## src/rtl/seg7_num_disp.sv

```systemverilog
// Binary-to-7-segment display driver: decimal (double dabble, optional sign) or hex,
// with leading-zero blanking and overflow indication. Segments are active-low.
module seg7_num_disp #(
    parameter int W       = 8,
    parameter int NDIGITS = 4
) (
    input  logic                   clk,
    input  logic                   rst,
    input  logic [W-1:0]           din,
    input  logic                   load,
    input  logic                   signed_en,
    input  logic                   hex_mode,
    input  logic                   blank_en,
    output logic                   busy,
    output logic                   done,
    output logic                   ovf,
    output logic [7*NDIGITS-1:0]   seg,
    output logic [1:0]             state_dbg
);
    // Handshake: load is taken on a rising edge only while busy=0; done pulses for
    // exactly the one cycle following the edge that writes seg/ovf.

    // Decimal digits needed for a W-bit magnitude: floor(W*log10(2)) + 1.
    localparam int BD   = W * 301 / 1000 + 1;
    localparam int HD   = (W + 3) / 4;
    localparam int MAXD = (BD > HD) ? BD : HD;
    localparam int DW   = 4 * MAXD;
    localparam int PD   = (MAXD > NDIGITS) ? MAXD : NDIGITS;

    localparam logic [6:0] GLYPH_MINUS = 7'b1000000;

    typedef enum logic [1:0] {
        IDLE = 2'd0,
        CONV = 2'd1,
        FMT  = 2'd2
    } state_t;

    state_t          state;
    logic [W-1:0]    bin;
    logic [DW-1:0]   dig;
    logic            neg;
    logic            blank_r;
    logic [5:0]      cnt;

    logic [W-1:0]    mag;
    logic            neg_in;
    logic [DW-1:0]   dd;
    logic [DW-1:0]   dd_next;
    logic [4*PD-1:0] dig_pad;
    int              k_c;
    logic            ovf_c;
    logic [6:0]      lit;
    logic [3:0]      d;
    logic [7*NDIGITS-1:0] seg_c;

    function automatic logic [6:0] glyph(input logic [3:0] v);
        case (v)
            4'h0: glyph = 7'b0111111;
            4'h1: glyph = 7'b0000110;
            4'h2: glyph = 7'b1011011;
            4'h3: glyph = 7'b1001111;
            4'h4: glyph = 7'b1100110;
            4'h5: glyph = 7'b1101101;
            4'h6: glyph = 7'b1111101;
            4'h7: glyph = 7'b0000111;
            4'h8: glyph = 7'b1111111;
            4'h9: glyph = 7'b1101111;
            4'hA: glyph = 7'b1110111;
            4'hB: glyph = 7'b1111100;
            4'hC: glyph = 7'b0111001;
            4'hD: glyph = 7'b1011110;
            4'hE: glyph = 7'b1111001;
            default: glyph = 7'b1110001;
        endcase
    endfunction

    assign busy      = (state != IDLE);
    assign state_dbg = state;

    always_comb begin
        neg_in = signed_en && !hex_mode && din[W-1];
        mag    = neg_in ? (~din + 1'b1) : din;
    end

    // One double-dabble step: add 3 to every BCD digit >= 5, then shift in the next bit.
    always_comb begin
        dd = dig;
        for (int i = 0; i < MAXD; i++) begin
            if (dd[4*i +: 4] >= 4'd5)
                dd[4*i +: 4] = dd[4*i +: 4] + 4'd3;
        end
        dd_next = {dd[DW-2:0], bin[W-1]};
    end

    always_comb begin
        dig_pad = (4*PD)'(dig);
        k_c = 1;
        for (int i = 0; i < MAXD; i++) begin
            if (dig[4*i +: 4] != 4'd0)
                k_c = i + 1;
        end
        ovf_c = (k_c > NDIGITS) || (neg && (k_c > NDIGITS - 1));
        lit   = 7'b0;
        d     = 4'd0;
        seg_c = '1;
        for (int i = 0; i < NDIGITS; i++) begin
            d = dig_pad[4*i +: 4];
            if (ovf_c)
                lit = GLYPH_MINUS;
            else if (blank_r) begin
                if (i < k_c)
                    lit = glyph(d);
                else if (neg && i == k_c)
                    lit = GLYPH_MINUS;
                else
                    lit = 7'b0;
            end else if (neg && i == NDIGITS - 1)
                lit = GLYPH_MINUS;
            else
                lit = glyph(d);
            seg_c[7*i +: 7] = ~lit;
        end
    end

    always_ff @(posedge clk or posedge rst) begin
        if (rst) begin
            state   <= IDLE;
            bin     <= '0;
            dig     <= '0;
            neg     <= 1'b0;
            blank_r <= 1'b0;
            cnt     <= '0;
            done    <= 1'b0;
            ovf     <= 1'b0;
            seg     <= '1;
        end else begin
            done <= 1'b0;
            case (state)
                IDLE: begin
                    if (load) begin
                        blank_r <= blank_en;
                        cnt     <= '0;
                        if (hex_mode) begin
                            dig   <= DW'(din);
                            neg   <= 1'b0;
                            state <= FMT;
                        end else begin
                            bin   <= mag;
                            dig   <= '0;
                            neg   <= neg_in;
                            state <= CONV;
                        end
                    end
                end
                CONV: begin
                    dig <= dd_next;
                    bin <= {bin[W-2:0], 1'b0};
                    cnt <= cnt + 6'd1;
                    if (cnt == 6'(W - 1))
                        state <= FMT;
                end
                FMT: begin
                    seg   <= seg_c;
                    ovf   <= ovf_c;
                    done  <= 1'b1;
                    state <= IDLE;
                end
                default: state <= IDLE;
            endcase
        end
    end
endmodule

```

## config.mk

```make
export PLATFORM = sky130hd
export DESIGN_NAME = seg7_num_disp
export DESIGN_NICKNAME = d
export VERILOG_FILES = /design/src/rtl/seg7_num_disp.sv
export SDC_FILE = /design/constraint.sdc
export NUM_CORES = 1
export LEC_CHECK = 0
export CAP_MARGIN = 15
export CORE_ASPECT_RATIO = 1.25
export CORE_MARGIN = 4
export CORE_UTILIZATION = 50
export CTS_CLUSTER_DIAMETER = 80
export DETAILED_ROUTE_END_ITERATION = 6
export PLACE_DENSITY = 0.83
export SLEW_MARGIN = 20
export SYNTH_ARGS = -nofsm -noshare
export SYNTH_HDL_FRONTEND = slang
export SYNTH_SLANG_ARGS = --single-unit
```

## constraint.sdc

```tcl
create_clock -name clk -period 1.8 [get_ports clk]
set_clock_uncertainty 0.1 [all_clocks]
set_input_delay 0.36 -clock clk [delete_from_list [all_inputs] [get_ports clk]]
set_output_delay 0.36 -clock clk [all_outputs]
set_load 0.02 [all_outputs]
```

==> summary.txt <==
Layout
  – Most frequent cells in the layout: buf_4, nand2_1, o21ai_0, dlygate4sd2_1
  – Layout cells sized above 1: 25.43%
  – Nets: 497
  – # diodes: 0
  – Commonest non-fill, non-tap cell in the layout: buf_4
  – Layout area overhead: 25.62%

Detailed routing
  – Residual DRC count: 0
  – TritonRoute pass-1 iters: 5
  – Via density: 5.668
  – DR vias: 3140
  – WL/cell: 15.34 um
  – Final ANT Viol Nets: 0
  – Routed wire length: 8.501 mm
  – Initial DRC count: 173

Clocking
  – CTS Buf Count: 5
  – Clock tree sinks: 54
  – H-tree depth: 2
  – Worst-Skew Late Latency: 0.30 ns
  – CTS clock-pin slew for the worst setup and hold paths: 0.09 ns
  – Hold_buf cts: 0
  – Clk root buf: clkbuf_8
  – Max Root-Sink Buffers: 2
  – CTS tree: yes

Setup path
  – R2R cell count: 6
  – Startpoint types: register
  – R2R Path End: seg[8]
  – WP data required: 1.92 ns
  – CP delay by family, top: simple AND/OR/NAND/NOR gates
  – Buf/Inv on CP: 1
  – Worst path depth: 6
  – Crit-path slowest cell: or3b_4
  – RR Startpoint: dig[4]
  – End of the critical path: seg[8]
  – Cells along the critical path: inv_1 -> ha_4 -> or3b_4 -> nor2_8 -> a21oi_1 -> a31oi_1
  – Crit Path Class: register to register
  – Crit path capture type: register
  – Worst EP arrival: 1.85 ns
  – Worst-path maximum fanout: 8
  – Critical path origin: dig[4]
  – Worst R2R Setup Slack: 0.07 ns
  – Critical path's largest stage delay: 0.42 ns

Global routing
  – Grt ovf: 0
  – Global-route wire length before repair: 13.83 mm
  – Number of antenna violations at the first check in global routing: 0
  – Vias in the first global route: 3034
  – Pin count of the biggest net entering global routing: 55
  – GR Util All Layers: 19.49%

STA
  – Final Cycle Share: 96.21%
  – Slew headroom: 65.90%
  – Setup_tns: 0 ns
  – Min Hold Slack: 0.3216 ns
  – Max Freq: 0.5774 GHz
  – Final setup vio count: 0
  – Min Tclk post-route: 1.732 ns
  – Final Max Slew Viols: 0
  – Final Hold Viols: 0
  – Tightest Pin Transition: 0.5115 ns
  – Final WS setup: 0.06823 ns

Logic synthesis
  – Primary FF master, synth: dfrtp_1
  – Syn Inst Count: 387
  – Cell variety after synth: 63
  – Syn nets: 421
  – Seq/Total Area, Yosys: 38.98%
  – Synth Cell Area: 3541 um^2
  – Fraction of registers with async set/reset: 100.0%
  – FF+latch count, synth: 54
  – Leading area contributor after synthesis: dfrtp_1
  – EDFF count, synth: 0
  – Synth warn: 0
  – Largest cells by area after synthesis: dfrtp_1, dfstp_2, ha_1
  – Synth top area share: 21.91%
  – Synth Area per Inst: 9.150 um^2

Die
  – Site row count: 34
  – Core ar.: 6934 um^2
  – Die Wd: 83.27 um
  – Die area: 8501 um^2
  – Initial Utilization: 51.06%
  – Ports: 47
  – Die H: 102.1 um

Min path
  – HP Class: input port to async pin

Pwr
  – Max IR drop VDD: 0.7470 mV
  – Pleak: 2.018 nW
  – Power density over the cells: 1710 nW/um^2
  – Overall power: 0.007608 W

Job
  – Max-cap violations: 0

Place
  – Gpl congestion: 0.8772
  – Worst slack at placement: -0.3616 ns
  – PortBufs: 45
  – HPWL Detailed: 6.264 mm

Run status
  – Status: finished, final reports clean
==> logic make-up after synthesis <==
kind of cell | count (synthesis) | share of synthesized area (%)
and+or+nand+nor | 128 | 19.01
xor gates and xnor gates | 7 | 1.731
AOI/OAI and AO/OA | 113 | 20.99
other | 1 | 0.1059
muxes | 14 | 4.770
adders and majority gates | 20 | 7.067
DFF | 54 | 38.98
buffers and inverters | 50 | 7.349
==> how the worst min path moves through the flow <==
stage                          to     from  depth (start not counted)
after floorplan            cnt[5]   cnt[5]                          1
after global placement    seg[17]  seg[17]                          2
after detailed placement  seg[17]  seg[17]                          2
after CTS                    done      rst                          3
after global routing      dig[11]      rst                          3
final                     dig[11]      rst                          3
==> final cells by class <==
class	instances	area (um^2)
tap	90	112.6
sequential	54	1381
fill	558	2486
clock inverter	1	6.256
timing repair buffer	98	829.5
multi-input combinational	283	1963
inverter	21	78.83
clock buffer	7	76.32
==> cell usage after synthesis (7+ instances only) <==
cell      count
nand2_1      47
o21ai_0      32
dfrtp_1      31
nor2_1       30
a21oi_1      24
dfstp_2      23
ha_1         20
inv_1        20
buf_2        11
nand2b_1     11
buf_4         9
mux2i_1       9
nor3_1        9
a31oi_1       8
o31ai_1       7
==> state kept, by name (all words and copies together) (netlist names) <==
signal,flops
bin,8
blank_r,1
cnt,6
dig,12
done,1
neg,1
seg,23
state_dbg,2
==> what timing repair did <==
item | CTS | global route
pin swaps | 1 | 5
gates resized for setup | 35 | 18
setup buffers | 0 | 2
setup endpoints to repair | 34 | 13
==> where the power goes <==
part | internal, W | total, W | switching (W)
logic | 0.00203 | 0.00452 | 0.00248
registers | 0.00192 | 0.00243 | 0.000507
clock network | 0.000278 | 0.000664 | 0.000386
total | 0.00423 | 0.00761 | 0.00338
==> worst reg2reg max path: cells and delay by family (launching register included) <==
kind | cells | cell delay, ns
buffers and inverters | 1 | 0.14
AOI/OAI and AO/OA | 2 | 0.26
and+or+nand+nor | 2 | 0.60
adders and majority gates | 1 | 0.16
DFF | 1 | 0.39
==> through the flow <==
stage,instances,utilization (%),cell area [um^2]
2_1_floorplan,387,-,3541
3_3_place_gp,544,62.27,4318
3_5_place_dp,544,62.27,4318
4_1_cts,552,63.12,4377
5_1_grt,554,64.15,4448
6_report,554,64.15,4448
==> metal layers <==
| metal | track usage, % | share of wire [%] | vias to the layer above |
|---|---|---|---|
| li1 | - | - | 1512 |
| met3 | 2.581 | 4.1 | 20 |
| met4 | 8.302 | 2.7 | 0 |
| met5 | 0 | 0 | - |
| met1 | 22.78 | 40 | 1512 |
| met2 | 36.05 | 53 | 96 |
Note: power is estimated with default switching activity, not from simulation.
